### config.mk
export PLATFORM = sky130hd
export DESIGN_NAME = rr_cs_arbiter8
export DESIGN_NICKNAME = d
export VERILOG_FILES = /design/src/rtl/rr_cs_arbiter8_pkg.sv /design/src/rtl/rr_cs_arbiter8_pick.sv /design/src/rtl/rr_cs_arbiter8.sv
export SDC_FILE = /design/constraint.sdc
export NUM_CORES = 1
export LEC_CHECK = 0
export CAP_MARGIN = 10
export CELL_PAD_IN_SITES_DETAIL_PLACEMENT = 1
export CELL_PAD_IN_SITES_GLOBAL_PLACEMENT = 1
export CORE_MARGIN = 1
export CORE_UTILIZATION = 39
export DETAILED_ROUTE_END_ITERATION = 8
export PLACE_DENSITY_LB_ADDON = 0.08
export REMOVE_ABC_BUFFERS = 1
export SETUP_SLACK_MARGIN = 0.2
export SLEW_MARGIN = 10
export SYNTH_ARGS = -nofsm -noshare
export SYNTH_HDL_FRONTEND = slang
export SYNTH_SLANG_ARGS = --single-unit
### constraint.sdc
create_clock -name clk -period 9.1 [get_ports clk]
set_input_delay 2.73 -clock clk [delete_from_list [all_inputs] [get_ports clk]]
set_output_delay 2.73 -clock clk [all_outputs]
set_load 0.01 [all_outputs]
### src/rtl/rr_cs_arbiter8_pkg.sv
// Shared types and constants for the 8-way round-robin chip-select arbiter.
package rr_cs_arbiter8_pkg;

  localparam int unsigned NUM_REQ = 8;
  localparam int unsigned SEL_W   = 3;

  localparam logic [NUM_REQ-1:0] SEL_OFF = 8'hFF;

  typedef enum logic [1:0] {
    IDLE  = 2'd0,
    GRANT = 2'd1,
    GAP   = 2'd2
  } state_e;

  // Active-low one-hot decode of the shared chip-select decoder.
  function automatic logic [NUM_REQ-1:0] decode_gnt(input logic               enb_n,
                                                    input logic [SEL_W-1:0] sel);
    logic [NUM_REQ-1:0] one;
    one = NUM_REQ'(1);
    return enb_n ? SEL_OFF : ~(one << sel);
  endfunction

endpackage

### src/rtl/rr_cs_arbiter8_pick.sv
// Combinational round-robin picker: first low request after the last winner, with wrap.
module rr_pick8
  import rr_cs_arbiter8_pkg::*;
(
  input  logic [NUM_REQ-1:0] req_n_i,
  input  logic [SEL_W-1:0]   last_i,
  output logic [SEL_W-1:0]   win_c_o,
  output logic               valid_c_o
);

  logic [SEL_W-1:0] idx;

  // Offset 1 is highest priority; offset NUM_REQ wraps back onto the last winner.
  always_comb begin
    win_c_o   = '0;
    valid_c_o = 1'b0;
    idx       = '0;
    for (int unsigned k = 1; k <= NUM_REQ; k++) begin
      idx = last_i + SEL_W'(k);
      if (!valid_c_o && !req_n_i[idx]) begin
        win_c_o   = idx;
        valid_c_o = 1'b1;
      end
    end
  end

endmodule

### src/rtl/rr_cs_arbiter8.sv
// Round-robin arbiter driving a shared 8-way active-low chip-select decoder,
// with a bounded hold time per grant and a dead-time gap between grants.
module rr_cs_arbiter8
  import rr_cs_arbiter8_pkg::*;
#(
  parameter int unsigned MAX_HOLD   = 16,
  parameter int unsigned GAP_CYCLES = 1,
  parameter int unsigned CNT_W      = 5
) (
  input  logic               clk,
  input  logic               rst_,
  input  logic [NUM_REQ-1:0] req_,
  output logic [SEL_W-1:0]   sel,
  output logic               enb_,
  output logic [NUM_REQ-1:0] gnt_,
  output logic               busy,
  output logic               timeout
);

  localparam logic [CNT_W-1:0] HOLD_LIM = CNT_W'(MAX_HOLD);
  localparam logic [CNT_W-1:0] GAP_LIM  = CNT_W'(GAP_CYCLES);
  localparam logic [CNT_W-1:0] CNT_ONE  = CNT_W'(1);

  state_e           state_q, state_d;
  logic [CNT_W-1:0] cnt_q, cnt_d;
  logic [SEL_W-1:0] last_q, last_d;
  logic [SEL_W-1:0] sel_q, sel_d;
  logic             enb_q, enb_d;
  logic             busy_q, busy_d;
  logic             timeout_q, timeout_d;

  logic [SEL_W-1:0] pick_win;
  logic             pick_valid;

  rr_pick8 u_pick (
    .req_n_i   (req_),
    .last_i    (last_q),
    .win_c_o   (pick_win),
    .valid_c_o (pick_valid)
  );

  // Next-state and registered-output logic; one counter serves hold and gap timing.
  always_comb begin
    state_d   = state_q;
    cnt_d     = cnt_q;
    last_d    = last_q;
    sel_d     = sel_q;
    timeout_d = 1'b0;

    unique case (state_q)
      IDLE: begin
        if (pick_valid) begin
          state_d = GRANT;
          sel_d   = pick_win;
          last_d  = pick_win;
          cnt_d   = CNT_ONE;
        end
      end
      GRANT: begin
        if (req_[sel_q]) begin
          state_d = GAP;
          cnt_d   = CNT_ONE;
        end else if (cnt_q == HOLD_LIM) begin
          state_d   = GAP;
          cnt_d     = CNT_ONE;
          timeout_d = 1'b1;
        end else begin
          cnt_d = cnt_q + CNT_ONE;
        end
      end
      GAP: begin
        if (cnt_q == GAP_LIM) begin
          state_d = IDLE;
          cnt_d   = '0;
        end else begin
          cnt_d = cnt_q + CNT_ONE;
        end
      end
      default: begin
        state_d = IDLE;
        cnt_d   = '0;
      end
    endcase

    enb_d  = (state_d != GRANT);
    busy_d = (state_d != IDLE);
  end

  // Async reset forces the decoder off immediately, abandoning any grant.
  always_ff @(posedge clk or negedge rst_) begin
    if (!rst_) begin
      state_q   <= IDLE;
      cnt_q     <= '0;
      last_q    <= SEL_W'(NUM_REQ - 1);
      sel_q     <= '0;
      enb_q     <= 1'b1;
      busy_q    <= 1'b0;
      timeout_q <= 1'b0;
    end else begin
      state_q   <= state_d;
      cnt_q     <= cnt_d;
      last_q    <= last_d;
      sel_q     <= sel_d;
      enb_q     <= enb_d;
      busy_q    <= busy_d;
      timeout_q <= timeout_d;
    end
  end

  assign sel     = sel_q;
  assign enb_    = enb_q;
  assign gnt_    = decode_gnt(enb_q, sel_q);
  assign busy    = busy_q;
  assign timeout = timeout_q;

endmodule

==> flow_metrics.tcl, run 1 <==
set metrics [dict create \
    ys_types 50 \
    dpl.hpwl_mm 3.64 \
    pin_count 24 \
    clock_sinks 16 \
    yosys_warnings 0 \
    hold_path_depth 1 \
    syn_area_um2 1750 \
    die_area_um2 4760 \
    tns_ps 0 \
    grt_overflow 0 \
    irDropWorstVdd_uv 189 \
    place.gp.congestion 0.867 \
    endpoint_kind "register" \
    h-tree-depth 1 \
    final_layout_size_suffix_gt1_frac 0.197 \
    clockBufferDepth 2 \
    grt_start_max_net_pins 18 \
    cts_root_buffer "clkbuf_8" \
    drv_slew 0 \
    worst_pin_slew_ps 753 \
    antenna_found_initial 0 \
    power_density_nw_per_um2 427 \
    min_period_over_period 0.550 \
    final.min_clock_period_ps 5000 \
    postRouteAntennaNets 0 \
    crit_required_ps 9230 \
    hold_buffers 0 \
    antenna_cells 0 \
    worstHoldStart "cnt_q[4]" \
    start_kind "primary input" \
    grt_pass1_vias 1538 \
    avgRoutedWirePerCell_um 18.8 \
    route.detailed.drc 0 \
    drv_cap 0 \
    initial_utilization 0.422 \
    areaGrowthSynthToFinish_pct 17.5 \
    ys.flop_type "dfrtp_1" \
    synth_edf_count 0 \
    dpl_worst_slack_ps 3900 \
    hold_class "reg -> reg" \
    yosysSeqAreaShare 0.232 \
    final_nets 214 \
    critPathMaxFanout 9 \
    via_per_inst 6.23 \
    status "finished clean" \
    core_area_um2 4140 \
    rsz0062_at_grt "false" \
    drt_wl_total_mm 4.66 \
    fp.dieH_um 69.0 \
    port_buffers 23 \
    insertion_delay_ps 260 \
    vias 1546 \
    crit_type "in -> reg" \
    async_flop_share 1.00 \
    arrival_ps 5140 \
    layout_setup_ws_ps 4100 \
    final_cells 248 \
    skew_ps 4.67 \
    cts_tree "done" \
    syn_inst 178 \
    yosys_register_bits 16 \
    initialDrtViolationCount 49 \
    clk_pin_slew_ps 70 \
    setup_viol_count_final 0 \
    cts_made_buffers 3 \
    hold_end "cnt_q[4]" \
    placed_cells 244 \
    grt_pass1_wl_mm 7.60 \
    max_freq_ghz 0.200 \
    post_cts_buffers 0 \
    fin_util 0.496 \
    r2r-end "sel[1]" \
    hold_violations 0 \
    syn_avg_cell_area_um2 9.83 \
    power_mw 0.878 \
    r2r_start "last_q[0]" \
    r2r_slack_ps 5310 \
    firstDrtPassIters 6 \
    relSlewSlack 0.497 \
    p_leak_nw 0.793 \
    die_w_um 69.0 \
    reg2reg_depth 8 \
    rows 23 \
    nFillCells 475 \
    cts_resized 0 \
    grt_util_all_layers 0.217 \
]
==> kinds of logic after synthesis <==
family / after synthesis / share of synthesized area
buffers and inverters: 16 / 0.0429
DFF: 16 / 0.232
muxes: 31 / 0.303
adders and majority gates: 5 / 0.0357
AOI/OAI and AO/OA: 39 / 0.157
xor gates and xnor gates: 3 / 0.0150
and+or+nand+nor: 68 / 0.215
==> area by class of cell <==
class                   instances  area, um2  area share
multi-input cells             146       1270       0.617
flip-flops and latches         16        405       0.197
repair buffers                 23        230       0.112
well taps                      50       62.6      0.0304
clock buffers                   4       55.1      0.0268
inverters                       9       33.8      0.0164
==> how the worst max path moves through the flow <==
stage / startpoint / end / slack [ps]
2_1_floorplan: req_[2] / sel[1] / 4770
3_3_place_gp: req_[4] / cnt_q[0] / 3970
3_5_place_dp: req_[4] / sel[1] / 3900
4_1_cts: req_[5] / sel[1] / 4150
5_1_grt: req_[5] / sel[1] / 3990
6_report: req_[4] / sel[1] / 4100
==> power by group <==
part	internal (mW)	switching, mW	total, mW
combinational	0.303	0.327	0.630
clock	0.0385	0.0265	0.0650
sequential	0.108	0.0740	0.182
total	0.450	0.428	0.878
==> Yosys cell counts, drive strengths merged (3+ instances only) <==
library cell / n / share of area
nand2b: 6 / 0.021
inv: 8 / 0.017
o21ai: 12 / 0.034
nand3b: 5 / 0.029
mux4: 15 / 0.20
dfrtp: 12 / 0.17
nand3: 11 / 0.034
nand2: 19 / 0.041
buf: 6 / 0.021
and2: 4 / 0.014
a21oi: 6 / 0.017
mux2: 11 / 0.075
ha: 5 / 0.036
o211ai: 3 / 0.013
nor2: 8 / 0.017
dfstp: 4 / 0.060
or3: 3 / 0.016
nor2b: 4 / 0.014
nor4: 3 / 0.011
mux2i: 5 / 0.029
==> per-stage QoR <==
| step | instance area [um2] | hold slack, ps |
|---|---|---|
| 2_1_floorplan | 1710 | 465 |
| 3_3_place_gp | 2000 | 500 |
| 3_5_place_dp | 2000 | 506 |
| 4_1_cts | 2060 | 520 |
| 5_1_grt | 2060 | 567 |
| 6_report | 2060 | 512 |
==> routing by layer <==
layer  GRT usage  up-vias  part of all wire
met1       0.304      748              0.47
met4      0.0383        0            0.0086
li1            -      729                 -
met2       0.347       63              0.47
met3      0.0428        6             0.056
met5           0        -                 0
==> cells in the final DEF, fill, tap and decap left out, types with 6 or more instances in the layout <==
| cell | instances |
|---|---|
| inv_1 | 8 |
| dfrtp_1 | 12 |
| clkdlybuf4s50_1 | 23 |
| a21oi_1 | 6 |
| mux4_2 | 12 |
| nand2_1 | 19 |
| nor2_1 | 8 |
| nand2b_1 | 6 |
| nand3_1 | 10 |
| mux2_2 | 9 |
| o21ai_0 | 12 |
==> critical path: stages <==
cell and delay, ps:
clkdlybuf4s50_1 570, mux4_2 580, mux2i_1 500, or3_1 200
o41ai_1 70, o31ai_1 370, a21oi_1 120
==> sequential cells by signal (all words and copies together) (netlist names) <==
name	count
last_q	3
busy	1
cnt_q	5
enb_	1
state_q	2
timeout	1
sel	3
Power figures use the tool's default switching activity.
==> inputs of run 2 (changes only) <==
==> constraint.sdc (replaced) <==
create_clock -name clk -period 4.1 [get_ports clk]
set_input_delay 1.23 -clock clk [delete_from_list [all_inputs] [get_ports clk]]
set_output_delay 1.23 -clock clk [all_outputs]
set_load 0.01 [all_outputs]
==> flow_metrics.tcl, run 2 (same netlist as run 1, synthesis figures left out) <==
set metrics [dict create \
    crit_required_ps 4220 \
    cts_tree "done" \
    p_sw_mw 0.957 \
    power_density_nw_per_um2 949 \
    cts_made_buffers 3 \
    crit_family "multiplexers" \
    endpoint_kind "register" \
    cts_root_buffer "clkbuf_8" \
    initial_utilization 0.422 \
    grt_overflow 0 \
    power_mw 1.97 \
    placed_area_um2 2030 \
    final_nets 218 \
    dpl.hpwl_mm 3.87 \
    clock_sinks 16 \
    avgRoutedWirePerCell_um 19.3 \
    pwr-share-clk 0.063 \
    final.min_clock_period_ps 3450 \
    final_common_cell "clkdlybuf4s50_1" \
    antenna_found_initial 0 \
    worstHoldStart "cnt_q[4]" \
    antenna_cells 0 \
    crit_type "in -> reg" \
    drt_wl_total_mm 4.86 \
    relSlewSlack 0.490 \
    fin_util 0.501 \
    nFillCells 472 \
    crit_path_max_incr_delay_ps 580 \
    hold_class "reg -> reg" \
    initialDrtViolationCount 42 \
    layout_common_cells "clkdlybuf4s50_1 (23), nand2_1 (19), mux4_2 (12), o21ai_0 (12), dfrtp_1 (12)" \
    final_layout_size_suffix_gt1_frac 0.208 \
    hold_buffers 0 \
    holdWs_ps 521 \
    min_period_over_period 0.843 \
    seq_power_share 0.175 \
    post_cts_buffers 0 \
    largest_register_ffs 5 \
    fp.dieH_um 69.0 \
    postRouteAntennaNets 0 \
    cts_resized 0 \
    status "finished clean" \
    cp_slowest_cell "clkdlybuf4s50_1" \
    skew_ps 3.44 \
    clk_pin_slew_ps 70 \
    irDropWorstVdd_uv 363 \
    h-tree-depth 1 \
    port_buffers 23 \
    tns_ps 0 \
    firstDrtPassIters 4 \
    worst_pin_slew_ps 763 \
    via_per_inst 6.32 \
    grt_pass1_wl_mm 8.18 \
    p_leak_nw 0.806 \
    design_area_um2 2080 \
    max_freq_ghz 0.289 \
    reg2reg_depth 8 \
    drv_cap 0 \
    pin_count 24 \
    rows 23 \
    arrival_ps 3580 \
    share_comb_of_total_power 0.762 \
    areaGrowthSynthToFinish_pct 18.7 \
    rsz0062_at_grt "false" \
    r2r_start "last_q[1]" \
    drv_slew 0 \
    route.detailed.drc 0 \
    critPathMaxFanout 9 \
    hold_violations 0 \
    setup_viol_count_final 0 \
    vias 1592 \
    grt_util_all_layers 0.238 \
    hold_end "cnt_q[4]" \
    grt_pass1_vias 1614 \
    clockBufferDepth 2 \
    swShare 0.485 \
    core_area_um2 4140 \
    grt_start_max_net_pins 18 \
    crit_path_cell_trace "clkdlybuf4s50_1 -> mux4_2 -> mux2i_1 -> o21ai_0 -> a211o_1 -> o211ai_1 -> nand3_1" \
    die_area_um2 4760 \
    intPower_mw 1.02 \
    die_w_um 69.0 \
    place.gp.congestion 0.865 \
    start_kind "primary input" \
    path_buf_inv 1 \
    insertion_delay_ps 250 \
    largest-register "cnt_q" \
    r2r-end "last_q[1]" \
    hold_path_depth 1 \
    r2r_slack_ps 1020 \
]
run 2: cell count changes in the layout (fill, tap and decap cells not counted):
cell      before  now
clkbuf_8       4    3
clkbuf_1       0    1
buf_4          0    4
run 2: stage by stage:
stage          instances  setup slack (ps)
2_1_floorplan        171               953
3_3_place_gp         248               475
3_5_place_dp         248               407
4_1_cts              252               683
5_1_grt              252               521
6_report             252               646
run 2: per-layer routing:
metal  part of all wire  GRT usage  vias up
met3              0.062     0.0526       17
met1               0.44      0.311      771
li1                   -          -      735
met4              0.027     0.0995        0
met2               0.47      0.375       69
met5                  0          0        -
run 2: power by group through the flow:
stage	registers, mW	logic [mW]	clock network [mW]
6_report	0.345	1.50	0.125
5_1_grt	0.363	1.65	0.135
4_1_cts	0.347	1.50	0.129
3_5_place_dp	0.349	1.50	0
3_3_place_gp	0.343	1.44	0
2_1_floorplan	0.368	1.04	0
run 2: worst max-delay path by stage:
stage / from / endpoint / cells past startpoint
final: req_[4] / sel[0] / 7
after global routing: req_[5] / sel[1] / 7
after CTS: req_[4] / state_q[0] / 7
after detailed placement: req_[4] / sel[0] / 7
after global placement: req_[4] / cnt_q[0] / 7
after floorplan: last_q[0] / sel[1] / 8
run 2: layout make-up:
cell class,count,area [um2],share of cell area
timing repair buffer,27,260,0.125
inverter,9,33.8,0.0163
sequential,16,405,0.195
multi-input combinational,146,1270,0.611
tap,50,62.6,0.0301
clock buffer,4,45.0,0.0217
==> inputs of run 3 (changes only) <==
==> constraint.sdc (replaced) <==
create_clock -name clk -period 3.59 [get_ports clk]
set_input_delay 1.077 -clock clk [delete_from_list [all_inputs] [get_ports clk]]
set_output_delay 1.077 -clock clk [all_outputs]
set_load 0.01 [all_outputs]
==> flow_metrics.tcl, run 3 (same netlist as run 1, synthesis figures left out) <==
set metrics [dict create \
    largest_register_ffs 5 \
    r2r_slack_ps 490 \
    areaGrowthSynthToFinish_pct 20.6 \
    firstDrtPassIters 4 \
    cp_slowest_cell "clkdlybuf4s50_1" \
    insertion_delay_ps 250 \
    antenna_found_initial 0 \
    cts_root_buffer "clkbuf_8" \
    cts_tree "done" \
    grt_pass1_wl_mm 7.76 \
    clockBufferDepth 2 \
    crit_path_max_incr_delay_ps 640 \
    largest-register "cnt_q" \
    tns_ps 0 \
    final.min_clock_period_ps 3270 \
    initialDrtViolationCount 32 \
    power_density_nw_per_um2 1090 \
    place.gp.congestion 0.932 \
    pin_count 24 \
    rows 23 \
    cts_made_buffers 3 \
    path_buf_inv 1 \
    fp.dieH_um 69.0 \
    h-tree-depth 1 \
    hold_violations 0 \
    cp_num_cells 7 \
    cpMostUsedCell "or3_4" \
    crit_required_ps 3730 \
    reg2reg_depth 8 \
    layout_common_cells "clkdlybuf4s50_1 (23), nand2_1 (19), mux4_2 (12), o21ai_0 (12), dfrtp_1 (12)" \
    max_freq_ghz 0.306 \
    grt_util_all_layers 0.220 \
    grt_overflow 0 \
    arrival_ps 3410 \
    die_w_um 69.0 \
    rsz0062_at_grt "false" \
    drv_cap 0 \
    setup_viol_count_final 0 \
    crit_family "simple AND/OR/NAND/NOR gates" \
    crit_type "in -> reg" \
    r2r_start "last_q[1]" \
    antenna_cells 0 \
    route.detailed.drc 0 \
    irDropWorstVdd_uv 534 \
    vias 1577 \
    critPathLaunch "req_[6]" \
    grt_pass1_vias 1582 \
    status "finished clean" \
    initial_utilization 0.422 \
    clk_pin_slew_ps 60 \
    crit_path_cell_trace "clkdlybuf4s50_1 -> mux4_2 -> mux2_4 -> nand3b_4 -> or3_4 -> or3_4 -> o211a_1" \
    endpoint_kind "register" \
    core_area_um2 4140 \
    postRouteAntennaNets 0 \
    r2r-end "last_q[1]" \
    hold_class "reg -> reg" \
    drv_slew 0 \
    post_cts_buffers 0 \
    drt_wl_total_mm 4.74 \
    clock_sinks 16 \
    die_area_um2 4760 \
    relSlewSlack 0.517 \
    endpoint "cnt_q[0]" \
    dpl_worst_slack_ps 57.5 \
    skew_ps 4.56 \
    worst_pin_slew_ps 722 \
    via_per_inst 6.16 \
    p_leak_nw 0.823 \
    final_layout_size_suffix_gt1_frac 0.228 \
    start_kind "primary input" \
    grt_start_max_net_pins 18 \
    critPathMaxFanout 9 \
    avgRoutedWirePerCell_um 18.5 \
    dpl.hpwl_mm 3.73 \
    port_buffers 23 \
    final_common_cell "clkdlybuf4s50_1" \
    final_nets 222 \
    layout_setup_ws_ps 318 \
    min_period_over_period 0.911 \
]
## run 3: worst min path at each step
stage,start,end,slack [ps],depth (start not counted)
after CTS,cnt_q[4],cnt_q[4],530,1
after floorplan,cnt_q[4],cnt_q[4],470,1
after global placement,cnt_q[4],cnt_q[4],500,1
after global routing,cnt_q[4],cnt_q[4],550,1
after detailed placement,cnt_q[4],cnt_q[4],520,1
final,cnt_q[4],cnt_q[4],540,1
## run 3: metrics by stage
step / area (um2) / power, mW / utilization / hold slack, ps / instances
finish: 2110 / 2.31 / 0.509 / 536 / 256
global route: 2110 / 2.50 / 0.509 / 551 / 256
CTS: 2110 / 2.32 / 0.508 / 534 / 256
detailed placement: 2060 / 2.17 / 0.498 / 520 / 252
global placement: 2060 / 2.09 / 0.498 / 503 / 252
floorplan: 1710 / 1.61 / - / 465 / 171
## run 3: final cells by class
type	instances	area, um2
fill	464	2030
multi-input combinational	146	1270
sequential	16	405
timing repair buffer	31	290
tap	50	62.6
clock buffer	4	45.0
inverter	9	33.8
## run 3: layer usage
layer  global-route usage  vias to the layer above  part of all wire  routed length, um
li1                     -                      742                 -                  -
met1                0.294                      793              0.45               2130
met2                0.379                       38              0.50               2380
met3               0.0345                        4             0.042                201
met4               0.0357                        0            0.0053                 25
met5                    0                        -                 0                  0
## run 3: power by group
part | internal (mW) | switching (mW)
registers | 0.273 | 0.122
clock network | 0.0786 | 0.0600
logic | 0.853 | 0.922
## run 3: what timing repair did
| action | 4_1_cts | 5_1_grt |
|---|---|---|
| resized for setup | 0 | 1 |
| hold buffers | 0 | 0 |
| setup endpoints to repair | 0 | 2 |
